<file path="config.mk">
export PLATFORM = sky130hd
export DESIGN_NAME = arcade_input_mapper
export DESIGN_NICKNAME = d
export VERILOG_FILES = /design/src/rtl/arcade_input_pkg.sv /design/src/rtl/arcade_coin_pulse.sv /design/src/rtl/arcade_input_mapper.sv
export SDC_FILE = /design/constraint.sdc
export NUM_CORES = 1
export LEC_CHECK = 0
export BUFFER_PORTS_ARGS = -buffer_cell sky130_fd_sc_hd__buf_2
export CORE_MARGIN = 2
export CORE_UTILIZATION = 50
export CTS_CLUSTER_DIAMETER = 40
export CTS_CLUSTER_SIZE = 10
export DETAILED_ROUTE_END_ITERATION = 8
export GPL_TIMING_DRIVEN = 0
export PLACE_DENSITY_LB_ADDON = 0.2
export SLEW_MARGIN = 20
export SYNTH_ARGS = -nofsm -noshare
export SYNTH_HDL_FRONTEND = slang
export SYNTH_SLANG_ARGS = --single-unit
</file>
<file path="constraint.sdc">
create_clock -name clk_sys -period 2.6 [get_ports clk_sys]
set_input_delay 0.26 -clock clk_sys [delete_from_list [all_inputs] [get_ports clk_sys]]
set_output_delay 0.26 -clock clk_sys [all_outputs]
set_load 0.005 [all_outputs]
</file>
<file path="src/rtl/arcade_input_pkg.sv">
// rtl/arcade_input_pkg.sv - scancode map, joystick bit indices and rotate modes for arcade_input_mapper
package arcade_input_pkg;

  localparam logic [3:0] JOY_R     = 4'd0;
  localparam logic [3:0] JOY_L     = 4'd1;
  localparam logic [3:0] JOY_D     = 4'd2;
  localparam logic [3:0] JOY_U     = 4'd3;
  localparam logic [3:0] JOY_BTN0  = 4'd4;
  localparam logic [3:0] JOY_START = 4'd8;
  localparam logic [3:0] JOY_COIN  = 4'd9;

  // Player 1 directions match on the 8-bit code only (extended or not)
  localparam logic [7:0] SC_P1_UP    = 8'h75;
  localparam logic [7:0] SC_P1_DOWN  = 8'h72;
  localparam logic [7:0] SC_P1_LEFT  = 8'h6B;
  localparam logic [7:0] SC_P1_RIGHT = 8'h74;

  localparam logic [8:0] SC_P1_B0    = 9'h014;
  localparam logic [8:0] SC_P1_B1    = 9'h011;
  localparam logic [8:0] SC_P1_B2    = 9'h029;
  localparam logic [8:0] SC_P1_B3    = 9'h012;
  localparam logic [8:0] SC_P2_UP    = 9'h02D;
  localparam logic [8:0] SC_P2_DOWN  = 9'h02B;
  localparam logic [8:0] SC_P2_LEFT  = 9'h023;
  localparam logic [8:0] SC_P2_RIGHT = 9'h034;
  localparam logic [8:0] SC_P2_B0    = 9'h01C;
  localparam logic [8:0] SC_P2_B1    = 9'h01B;
  localparam logic [8:0] SC_P2_B2    = 9'h015;
  localparam logic [8:0] SC_P2_B3    = 9'h01D;
  localparam logic [8:0] SC_START1   = 9'h016;
  localparam logic [8:0] SC_F1       = 9'h005;
  localparam logic [8:0] SC_START2   = 9'h01E;
  localparam logic [8:0] SC_F2       = 9'h006;
  localparam logic [8:0] SC_COIN1    = 9'h02E;
  localparam logic [8:0] SC_COIN2    = 9'h036;
  localparam logic [8:0] SC_TEST     = 9'h02C;

  typedef enum logic [1:0] {ROT_0, ROT_CW, ROT_180, ROT_CCW} rot_e;

  typedef struct packed {
    logic       hit;
    logic       test;
    logic [1:0] player;
    logic [3:0] idx;
  } key_map_t;

  function automatic key_map_t key_lookup(input logic [8:0] code);
    key_map_t m;
    m     = '0;
    m.hit = 1'b1;
    case (code[7:0])
      SC_P1_UP:    m.idx = JOY_U;
      SC_P1_DOWN:  m.idx = JOY_D;
      SC_P1_LEFT:  m.idx = JOY_L;
      SC_P1_RIGHT: m.idx = JOY_R;
      default: begin
        case (code)
          SC_P1_B0:            m.idx = JOY_BTN0;
          SC_P1_B1:            m.idx = JOY_BTN0 + 4'd1;
          SC_P1_B2:            m.idx = JOY_BTN0 + 4'd2;
          SC_P1_B3:            m.idx = JOY_BTN0 + 4'd3;
          SC_P2_UP:            begin m.player = 2'd1; m.idx = JOY_U; end
          SC_P2_DOWN:          begin m.player = 2'd1; m.idx = JOY_D; end
          SC_P2_LEFT:          begin m.player = 2'd1; m.idx = JOY_L; end
          SC_P2_RIGHT:         begin m.player = 2'd1; m.idx = JOY_R; end
          SC_P2_B0:            begin m.player = 2'd1; m.idx = JOY_BTN0; end
          SC_P2_B1:            begin m.player = 2'd1; m.idx = JOY_BTN0 + 4'd1; end
          SC_P2_B2:            begin m.player = 2'd1; m.idx = JOY_BTN0 + 4'd2; end
          SC_P2_B3:            begin m.player = 2'd1; m.idx = JOY_BTN0 + 4'd3; end
          SC_START1, SC_F1:    m.idx = JOY_START;
          SC_START2, SC_F2:    begin m.player = 2'd1; m.idx = JOY_START; end
          SC_COIN1:            m.idx = JOY_COIN;
          SC_COIN2:            begin m.player = 2'd1; m.idx = JOY_COIN; end
          SC_TEST:             m.test = 1'b1;
          default:             m.hit = 1'b0;
        endcase
      end
    endcase
    return m;
  endfunction

endpackage

</file>
<file path="src/rtl/arcade_coin_pulse.sv">
// rtl/arcade_coin_pulse.sv - rising-edge triggered fixed-width coin pulse
module arcade_coin_pulse #(
  parameter int COIN_PULSE_CYCLES = 1200000
) (
  input  logic clk_sys,
  input  logic reset_n,
  input  logic trig,
  output logic pulse
);

  localparam int CW = $clog2(COIN_PULSE_CYCLES + 1);

  logic [CW-1:0] cnt;
  logic          trig_q;

  // Triggers during an active pulse are dropped, never extend it
  always_ff @(posedge clk_sys or negedge reset_n) begin
    if (!reset_n) begin
      cnt    <= '0;
      trig_q <= 1'b0;
    end else begin
      trig_q <= trig;
      if (cnt != '0)
        cnt <= cnt - 1'b1;
      else if (trig && !trig_q)
        cnt <= CW'(COIN_PULSE_CYCLES);
    end
  end

  assign pulse = (cnt != '0);

endmodule

</file>
<file path="src/rtl/arcade_input_mapper.sv">
// rtl/arcade_input_mapper.sv - PS/2 key decode merged with joysticks, rotation, SOCD, coin pulses, autofire
module arcade_input_mapper
  import arcade_input_pkg::*;
#(
  parameter int NUM_PLAYERS       = 2,
  parameter int NUM_BUTTONS       = 4,
  parameter int COIN_PULSE_CYCLES = 1200000,
  parameter int AUTOFIRE_DIV      = 600000,
  parameter int SOCD_NEUTRAL      = 1
) (
  input  logic                             clk_sys,
  input  logic                             reset_n,
  input  logic [10:0]                      ps2_key,
  input  logic [16*NUM_PLAYERS-1:0]        joystick,
  input  logic [1:0]                       rotate,
  input  logic                             coin_from_start,
  input  logic [NUM_PLAYERS-1:0]           autofire_en,
  output logic [4*NUM_PLAYERS-1:0]         dir,
  output logic [NUM_BUTTONS*NUM_PLAYERS-1:0] btn,
  output logic [NUM_PLAYERS-1:0]           start,
  output logic [NUM_PLAYERS-1:0]           coin,
  output logic                             test
);

  localparam int DIV_W = $clog2(AUTOFIRE_DIV + 1);

  logic                              old_tog;
  logic                              primed;
  logic                              key_event;
  logic                              test_key;
  logic [16*NUM_PLAYERS-1:0]         key_state;
  logic [16*NUM_PLAYERS-1:0]         raw;
  logic [4*NUM_PLAYERS-1:0]          dir_n;
  logic [NUM_BUTTONS*NUM_PLAYERS-1:0] btn_n;
  logic [NUM_PLAYERS-1:0]            start_n;
  logic [NUM_PLAYERS-1:0]            coin_trig;
  logic [DIV_W-1:0]                  div_cnt;
  logic                              phase;
  logic                              unused_raw;
  key_map_t                          km;

  assign km        = key_lookup(ps2_key[8:0]);
  // The first clock after reset only captures the toggle, so a stale toggle is not a press
  assign key_event = primed && (ps2_key[10] != old_tog);

  always_ff @(posedge clk_sys or negedge reset_n) begin
    if (!reset_n) begin
      old_tog   <= 1'b0;
      primed    <= 1'b0;
      test_key  <= 1'b0;
      key_state <= '0;
    end else begin
      old_tog <= ps2_key[10];
      primed  <= 1'b1;
      if (key_event && km.hit) begin
        if (km.test)
          test_key <= ps2_key[9];
        for (int p = 0; p < NUM_PLAYERS; p++)
          for (int b = 0; b < 10; b++)
            if (!km.test && km.player == 2'(p) && km.idx == 4'(b) &&
                (b < 4 + NUM_BUTTONS || b >= 8))
              key_state[p*16+b] <= ps2_key[9];
      end
    end
  end

  // d and result are {up, down, left, right}
  function automatic logic [3:0] steer(input logic [3:0] d, input rot_e rot);
    logic [3:0] o;
    case (rot)
      ROT_CW:  o = {d[1], d[0], d[2], d[3]};
      ROT_180: o = {d[2], d[3], d[0], d[1]};
      ROT_CCW: o = {d[0], d[1], d[3], d[2]};
      default: o = d;
    endcase
    if (SOCD_NEUTRAL != 0) begin
      if (o[3] && o[2]) o[3:2] = 2'b00;
      if (o[1] && o[0]) o[1:0] = 2'b00;
    end
    return o;
  endfunction

  always_comb begin
    raw       = '0;
    dir_n     = '0;
    btn_n     = '0;
    start_n   = '0;
    coin_trig = '0;
    for (int p = 0; p < NUM_PLAYERS; p++) begin
      raw[p*16 +: 16] = key_state[p*16 +: 16] | joystick[p*16 +: 16];
      dir_n[p*4 +: 4] = steer(raw[p*16 +: 4], rot_e'(rotate));
      btn_n[p*NUM_BUTTONS +: NUM_BUTTONS] = raw[p*16+4 +: NUM_BUTTONS];
      if (autofire_en[p])
        btn_n[p*NUM_BUTTONS] = raw[p*16+4] & phase;
      start_n[p]   = raw[p*16+8];
      coin_trig[p] = raw[p*16+9] | (coin_from_start & raw[p*16+8]);
    end
  end

  assign unused_raw = ^raw;

  always_ff @(posedge clk_sys or negedge reset_n) begin
    if (!reset_n) begin
      dir     <= '0;
      btn     <= '0;
      start   <= '0;
      test    <= 1'b0;
      div_cnt <= '0;
      phase   <= 1'b1;
    end else begin
      dir   <= dir_n;
      btn   <= btn_n;
      start <= start_n;
      test  <= test_key;
      if (div_cnt == DIV_W'(AUTOFIRE_DIV - 1)) begin
        div_cnt <= '0;
        phase   <= ~phase;
      end else begin
        div_cnt <= div_cnt + 1'b1;
      end
    end
  end

  for (genvar p = 0; p < NUM_PLAYERS; p++) begin : g_coin
    arcade_coin_pulse #(
      .COIN_PULSE_CYCLES(COIN_PULSE_CYCLES)
    ) u_coin (
      .clk_sys(clk_sys),
      .reset_n(reset_n),
      .trig   (coin_trig[p]),
      .pulse  (coin[p])
    );
  end

endmodule

</file>
[Yosys cells after proc, flatten, opt, wreduce, memory -nomap -nowiden]
Index checks and enable logic that the tools add are counted.
Storage, ports and cells
  latch bits: 0
  ROM bits: 0
  logic and storage cells: 171
  input port bits: 50
  memory bits (writable): 0
  memories: 0
  register bits: 107
  output and inout bits: 21
Operators by class
  $add $sub $neg: 3
  divide/modulo/power cells: 0
  bitwise operators: 9
  muxes and demuxes: 19
  shifts and indexed selects: 0
  reductions and logical operators: 69
  $lt $le $gt $ge: 0
  eq/ne operators: 38
  multiply operators: 0
Operators by type and width (number)
  $mux 21: 4
  $eq 9x5->1 const B: 9
  $eq 9x6->1 const B: 8
  $reduce_and 2->1: 21
  $reduce_bool 21->1: 2
  $sub 21x1->21 const B: 2
  $pmux 4 s9: 1
  $eq 8x7->1 const B: 4
  $logic_and 1x1->1: 30
  $pmux 4 s3: 2
  $add 20x1->20 const B: 1
  $eq 20x20->1 const B: 1
  $mux 20: 1
  $or 10x10->10: 2
  $reduce_or 19->1: 1
  $eq 9x3->1 const B: 2
  $eq 4x3->1 const B: 4
  $pmux 4 s4: 1
  $reduce_or 11->1: 1
  $reduce_or 2->1: 5
  $eq 4x2->1 const B: 2
  $eq 4x4->1 const B: 2
  $mux 2: 4
  $reduce_or 4->1: 2
  other kinds (13): 26

[Depth between registers and ports, before layout]
Gate-level depths: netlist of the first run.
  word-level depth: 8
  depth in mapped cells: 11
  gate-level depth less buffers: 9

[Modules after synthesis]
A second synthesis of the first run with hierarchy kept.
Unflattened totals
  cells, all modules: 551
  area total of the unflattened synthesis: 5840.6 um^2
Modules (own cells, without submodules)
  arcade_input_mapper: cells an instance 335, instances 1, area an instance 3515.9 um^2, sequential area each 1577.8 um^2
  arcade_coin_pulse: cells an instance 108, instances 2, area an instance 1162.4 um^2, sequential area each 550.5 um^2

[Least setup slack after synthesis of the first run]
No wires, ideal clock.
  path type: register -> register
  start: register g_coin[1].u_coin.cnt[13]
  end: register g_coin[1].u_coin.cnt[11]
  slack: 0.225 ns
  clock period less this slack: 2.375 ns
  required time: 2.475 ns
  stages on the path, launching flop included: 9
  setup time: 0.125 ns
  path buffers: 0
  arrival time: 2.250 ns
  cells stage by stage: dfrtp_1 or4_4 nand2b_4 or3_4 nor3_4 inv_4 nor2b_4 a21oi_1 mux2_2
Between the ends
  word-level cells in the longest chain between the ends: 2
  elaborated cells on any way between the ends: 3
  classes of those cells: mux: 1; reduce/logical: 2
Ends and longest elaborated chain
  from (decl): line arcade_coin_pulse.sv:13  | logic [CW-1:0] cnt;
  from (signal assigned): line arcade_coin_pulse.sv:24  | cnt <= cnt - 1'b1;
  from (signal assigned): line arcade_coin_pulse.sv:26  | cnt <= CW'(COIN_PULSE_CYCLES);
  $reduce_bool 21->1 (*)
  named net g_coin[1].u_coin.pulse: line arcade_coin_pulse.sv:8  | output logic pulse
  $mux 21 or $reduce_bool 2->1 (tied branches)
The timed path passes the listed nets; every way through them passes the cells marked *.
A chain may end at the register's enable or synchronous reset.

[Final worst setup path of the first run]
  start: register g_coin[0].u_coin.cnt[0]
  end: output port coin[0]
Between the ends
  word-level cells in the longest chain between the ends: 1
Ends and longest elaborated chain
  from (decl): line arcade_coin_pulse.sv:13
  from (signal assigned): line arcade_coin_pulse.sv:24
  from (signal assigned): line arcade_coin_pulse.sv:26
  $reduce_bool 21->1: line arcade_coin_pulse.sv:30  | assign pulse = (cnt != '0);
  to (decl): line arcade_input_mapper.sv:21  | output logic [NUM_PLAYERS-1:0] coin,
Every way passes these cells.

==> metrics.yaml, run 1 <==
synth_seq_cells: 107
dp_slack_ns: -0.137
syn_nets: 569
synth_area_leader_cell: "dfrtp_1"
endpoint_kind: "output pin"
htreeDepth: 3
route.detailed.drc: 0
netlist_top_cells_area: "dfrtp_1 50%, mux2_2 4.8%, xor2_1 4.1%"
p_leak_nw: 2.79
ys.flop_type: "dfrtp_1"
root_buffer: "clkbuf_8"
pin_count: 71
syn2layout_area_growth_pct: 15.4
required_ns: 2.34
clkSlewWorstSetupHoldPaths_ns: 0.12
finish.utilization: 0.596
drv_cap: 0
synth.mux.area_fraction: 0.0820
n_fill_cell: 911
cts_tree: "done"
hp-class: "input pin to flop"
num_rows: 37
dieArea_um2: 11600
synth_cells: 516
grt_overflow: 0
port_buffers: 55
worst_pin_slew_ns: 0.719
synth_compound_area_frac: 0.0727
finalHoldViolCount: 0
fp.dieH_um: 107
worstHoldPathCells: 2
synth-simple-area-share: 0.245
relSlewSlack: 0.517
fin_crit_ns: 2.59
cts_sinks: 107
synth_common_cells: "106 x dfrtp_1, 50 x nor2_1, 33 x nor3_1"
synth_top_family_by_area: "simple AND/OR/NAND/NOR gates"
worstSkewPairLatency_ns: 0.40
cp.arrival_ns: 2.33
synthDistinctLibCells: 66
rsz0062_at_grt: "true"
dp.final_hpwl_um: 7970
path_max_fanout: 7
via_per_inst: 5.53
vias: 4072
slew_violations: 0
min_from: "joystick[6]"
firstDrtPassIters: 5
wl_per_cell_um: 15.0
nNetsFinal: 648
grt_pass1_vias: 3963
p_clk_frac: 0.337
reg2reg_slack_ns: 0.11
power_density_nw_per_um2: 484
rr_worst_depth: 10
p_comb_frac: 0.086
dieWidth_um: 107
p_sw_frac: 0.269
syn_area_um2: 5360
async_reset_ff_frac: 1.00
cp-start-kind: "flop"
drt_wl_total_um: 11000
synth_warnings: 12
status: "complete, no violations"
p_int_mw: 2.19
finalCritPeriodShare: 0.995
r2r_end: "g_coin[1].u_coin.cnt[11]"
path_class: "flop to output pin"
gp_congestion: 0.908
synth_xor_xnor_area_share: 0.0687
max_freq_mhz: 387
cts_buffers: 9
grt_pass1_wl_um: 18700
grtUsageTotal: 0.206
drive_gt1_frac: 0.237
setup_ws_ns: 0.0127
peakVddDrop_uv: 463
finClkSkew_ns: 0.0185
drt_iter0_drc: 174
synth_enable_flop_cells: 0
core_area_um2: 10400
hold_end: "btn[2]"
synthAdderAreaFrac: 0.00701
switchingPower_uw: 805
clock_path_buffers: 2
antennaDiodeCount: 0
setup_viol: 0
synth_top_area_share: 0.495
ys_seq_area_frac: 0.500
synth_area_per_cell_um2: 10.4
power_mw: 2.99
start_util: 0.516
synth.most_common_cell: "dfrtp_1"
power_frac_seq: 0.577
antenna_left: 0
tns_ns: 0
r2r-start: "g_coin[1].u_coin.cnt[14]"
grt_max_degree: 67
antenna_found_initial: 0
-- state kept, by name, indices dropped and copies added (netlist names) --
register / cells
g_coin.u_coin.cnt: 42
div_cnt: 20
key_state: 20
btn: 8
dir: 8
g_coin.u_coin.trig_q: 2
start: 2
old_tog: 1
phase: 1
primed: 1
test: 1
test_key: 1
-- placed cells by master (no fill, tap or decap), types with 4 or more instances in the layout --
cell / n
a21oi_1: 14
and2_1: 5
and3_1: 5
buf_2: 54
buf_4: 12
buf_6: 4
clkbuf_1: 13
clkbuf_8: 9
dfrtp_1: 106
inv_1: 9
mux2_2: 23
mux2i_1: 18
nand2_1: 27
nand2b_1: 13
nand3_1: 21
nand3b_1: 7
nand4_1: 10
nor2_1: 50
nor2b_1: 5
nor3_1: 31
nor4_1: 12
nor4b_1: 5
o21a_1: 6
o21ai_0: 9
or2_2: 10
or3_1: 5
or4_1: 5
xnor2_1: 17
xor2_1: 25
-- cells by family after synthesis --
kind of cell             Yosys count
AND/OR/NAND/NOR                  234
AO/OA/AOI/OAI                     57
adder cells (fa/ha/maj)            3
XOR/XNOR                          42
flip-flops                       107
buffers and inverters             31
other                              1
multiplexers                      41
-- worst max-delay path: stages, from the launching register on --
cell and delay, ns:
dfrtp_1 0.42, inv_2 0.08, ha_2 0.18, or4b_4 0.49, nor3_4 0.15, and3_1 0.17, buf_4 0.14, inv_2 0.07
buf_4 0.12, buf_2 0.11
-- layer usage --
metal / part of all wire / GRT usage / wire, um
met5: 0 / 0 / 0
met4: 0.014 / 0.0623 / 152
met3: 0.048 / 0.0611 / 533
met2: 0.49 / 0.328 / 5390
met1: 0.45 / 0.273 / 4930
-- worst max path at each step --
stage | start | to | slack (ns) | cells after the start
floorplan | g_coin[1].u_coin.cnt[13] | g_coin[1].u_coin.cnt[11] | 0.23 | 8
global placement | ps2_key[2] | key_state[18] | -0.04 | 8
detailed placement | g_coin[0].u_coin.cnt[0] | g_coin[0].u_coin.cnt[11] | -0.14 | 11
CTS | g_coin[0].u_coin.cnt[0] | coin[0] | -0.02 | 9
global route | g_coin[0].u_coin.cnt[0] | coin[0] | -0.11 | 9
finish | g_coin[0].u_coin.cnt[0] | coin[0] | 0.01 | 9
-- power groups by stage --
stage	clock [mW]	combinational (mW)	sequential [mW]
floorplan	0	0.132	1.76
global placement	0	0.244	1.76
detailed placement	0	0.256	1.76
CTS	1.04	0.260	1.73
global route	1.10	0.290	1.73
finish	1.01	0.258	1.73
-- repair_timing --
item | 4_1_cts | 5_1_grt
hold buffers | 2 | 0
setup buffers | 5 | 6
gates resized for setup | 7 | 7
endpoints found under the setup margin | 8 | 2
pin swaps | 2 | 1
hold endpoints to repair | 42 | 0
-- metrics by stage --
stage / hold WS, ns / cell area, um2 / instances
after detailed placement: 0.200 / 5830 / 708
after global placement: 0.361 / 5800 / 707
after floorplan: -0.0356 / 5360 / 516
final: 0.0324 / 6180 / 736
after CTS: 0.0233 / 6100 / 730
after global routing: 0.0212 / 6180 / 736
-- final cells by class --
class,instances,area (um2),area share
well taps,136,170,0.0275
repair buffers,69,422,0.0682
inverters,12,47.5,0.00769
flip-flops and latches,107,2680,0.433
multi-input cells,378,2590,0.419
clock inverters,7,67.6,0.0109
clock buffers,9,124,0.0200
plain buffers,18,83.8,0.0136
No activity file was read; power rests on OpenSTA's default activity.
==> run 2: changes to the inputs <==
--- a/config.mk
+++ b/config.mk
@@ -7,11 +7,12 @@
 export LEC_CHECK = 0
 export BUFFER_PORTS_ARGS = -buffer_cell sky130_fd_sc_hd__buf_2
 export CORE_MARGIN = 2
-export CORE_UTILIZATION = 50
+export CORE_UTILIZATION = 38
 export CTS_CLUSTER_DIAMETER = 40
 export CTS_CLUSTER_SIZE = 10
 export DETAILED_ROUTE_END_ITERATION = 8
 export GPL_TIMING_DRIVEN = 0
+export MAX_ROUTING_LAYER = met4
 export PLACE_DENSITY_LB_ADDON = 0.2
 export SLEW_MARGIN = 20
 export SYNTH_ARGS = -nofsm -noshare
==> metrics.yaml, run 2 (synthesis gave the netlist of run 1 again) <==
power_density_nw_per_um2: 543  # +12%
endpoint_kind: "output pin"
root_buffer: "clkbuf_16"
peakVddDrop_uv: 302  # -35%
cts_sinks: 107  # unchanged
n_fill_cell: 1337  # +47%
relSlewSlack: 0.580  # +0.0631
syn2layout_area_growth_pct: 19.1
dieWidth_um: 123  # +14%
top_regs: "g_coin.u_coin.cnt: 42 flops, div_cnt: 20 flops, key_state: 20 flops"
p_leak_nw: 2.84  # +1.8%
finClkSkew_ns: 0.00630  # -0.0122 ns
path_max_fanout: 3  # -4
worstHoldPathCells: 1  # -1
grt_pass1_vias: 3945  # -0.45%
largest_register_ffs: 42  # unchanged
largest_register: "g_coin.u_coin.cnt"
layout_commonest_cell: "dfrtp_1"
antenna_left: 0  # unchanged
setup_ws_ns: 0.0435  # +0.0308 ns
core_area_um2: 13800  # +33%
firstDrtPassIters: 4  # -1
grtUsageTotal: 0.170  # -0.0359
nNetsFinal: 646  # -0.31%
drt_iter0_drc: 306  # +76%
setup_viol: 0  # unchanged
rsz0062_at_grt: "true"
route.detailed.drc: 0  # unchanged
drt_wl_total_um: 11400  # +3.6%
required_ns: 2.34  # about the same
pin_count: 71  # unchanged
multi_input_area_um2: 2610  # +0.87%
gp_congestion: 0.876  # -3.6%
via_per_inst: 5.15  # -6.9%
max_freq_mhz: 391  # +1.2%
power_mw: 3.47  # +16%
htreeDepth: 3  # unchanged
finish.utilization: 0.461  # -0.135
dp_slack_ns: -0.161  # -0.0241 ns
wl_per_cell_um: 14.6  # -2.2%
cts_tree: "done"
min_from: "ps2_key[10]"
register_area_um2: 2680  # unchanged
drive_gt1_frac: 0.239  # +0.00246
grt_max_degree: 64  # -4.5%
dp.final_hpwl_um: 8130  # +2.0%
path_class: "flop to output pin"
vias: 4019  # -1.3%
cp-start-kind: "flop"
worstSkewPairLatency_ns: 0.35  # -0.05 ns
antenna_found_initial: 2  # +2
status: "complete, no violations"
num_rows: 43  # +16%
grt_pass1_wl_um: 19400  # +4.0%
finalCritPeriodShare: 0.983  # -0.0118
reg2reg_slack_ns: 0.12  # about the same
dieArea_um2: 15100  # +30%
fin_crit_ns: 2.56  # -0.0308 ns
grt_overflow: 0  # unchanged
port_buffers: 55  # unchanged
worst_pin_slew_ns: 0.624  # -0.0955 ns
drv_cap: 0  # unchanged
cp.arrival_ns: 2.30  # -0.03 ns
clkSlewWorstSetupHoldPaths_ns: 0.07  # -0.05 ns
clock_path_buffers: 2  # unchanged
slew_violations: 0  # unchanged
start_util: 0.387  # -0.129
r2r_end: "g_coin[1].u_coin.cnt[11]"
hp-class: "input pin to flop"
finalHoldViolCount: 0  # unchanged
fp.dieH_um: 123  # +14%
r2r-start: "g_coin[1].u_coin.cnt[15]"
cts_buffers: 9  # unchanged
rr_worst_depth: 9  # -1
hold_end: "old_tog"
layout_common_cells: "106 x dfrtp_1, 54 x buf_2, 50 x nor2_1"
## run 2: cell types whose count changed in the layout (fill, tap and decap cells not counted), moves of 2 or more
cell       previous run  this run
clkbuf_16             0         9
clkbuf_8              9         1
inv_8                 3         0
bufinv_16             0         2
clkbuf_1             13        15
diode_2               0         2
## run 2: report_power, final
group / internal (mW) / total (mW) / switching, mW
Clock: 0.872 / 1.48 / 0.610
Combinational: 0.109 / 0.257 / 0.147
Sequential: 1.70 / 1.73 / 0.0218
## run 2: routing by layer
layer | part of all wire | GRT usage | routed length [um]
met5 | 0 | - | 0
met3 | 0.029 | 0.0376 | 328
met4 | 0.023 | 0.0647 | 257
met2 | 0.47 | 0.248 | 5310
met1 | 0.48 | 0.231 | 5510
## run 2: through the flow
stage	cells	hold WS (ns)	TNS (ns)	instance area, um2
2_1_floorplan	516	-0.0356	0	5360
3_3_place_gp	751	0.370	-0.563	5860
3_5_place_dp	752	0.215	-1.14	5890
4_1_cts	773	0.0240	0	6280
5_1_grt	780	0.0214	-0.0660	6380
6_report	780	0.0385	0	6380
## run 2: area by class of cell
class	instances	area share
Antenna cell	2	0.000785
Buffer	18	0.0137
Clock buffer	12	0.0387
Clock inverter	4	0.0116
Inverter	12	0.00785
Multi-Input combinational cell	378	0.409
Sequential cell	107	0.420
Tap cell	180	0.0353
Timing Repair Buffer	67	0.0628
## run 2: critical path: stages, from the launching register on
cell,delay [ns]
dfrtp_1,0.39
or4_4,0.55
nand2b_4,0.16
or3_4,0.36
nor3_4,0.23
inv_4,0.06
buf_6,0.11
buf_6,0.10
## run 2: how the worst max path moves through the flow
| stage | startpoint | to | slack [ns] |
|---|---|---|---|
| floorplan | g_coin[1].u_coin.cnt[13] | g_coin[1].u_coin.cnt[11] | 0.23 |
| global placement | g_coin[0].u_coin.cnt[0] | g_coin[0].u_coin.cnt[11] | -0.12 |
| detailed placement | g_coin[0].u_coin.cnt[0] | g_coin[0].u_coin.cnt[11] | -0.16 |
| CTS | g_coin[0].u_coin.cnt[0] | coin[0] | 0.04 |
| global route | g_coin[0].u_coin.cnt[1] | coin[0] | -0.05 |
| finish | g_coin[1].u_coin.cnt[15] | coin[1] | 0.04 |
## run 2: timing repair
item	4_1_cts	5_1_grt
buffers inserted	5	5
gates cloned	0	0
gates resized for setup	7	13
endpoints found under the setup margin	8	5
pin swaps	1	3
hold endpoints to repair	43	0
hold buffers	1	0
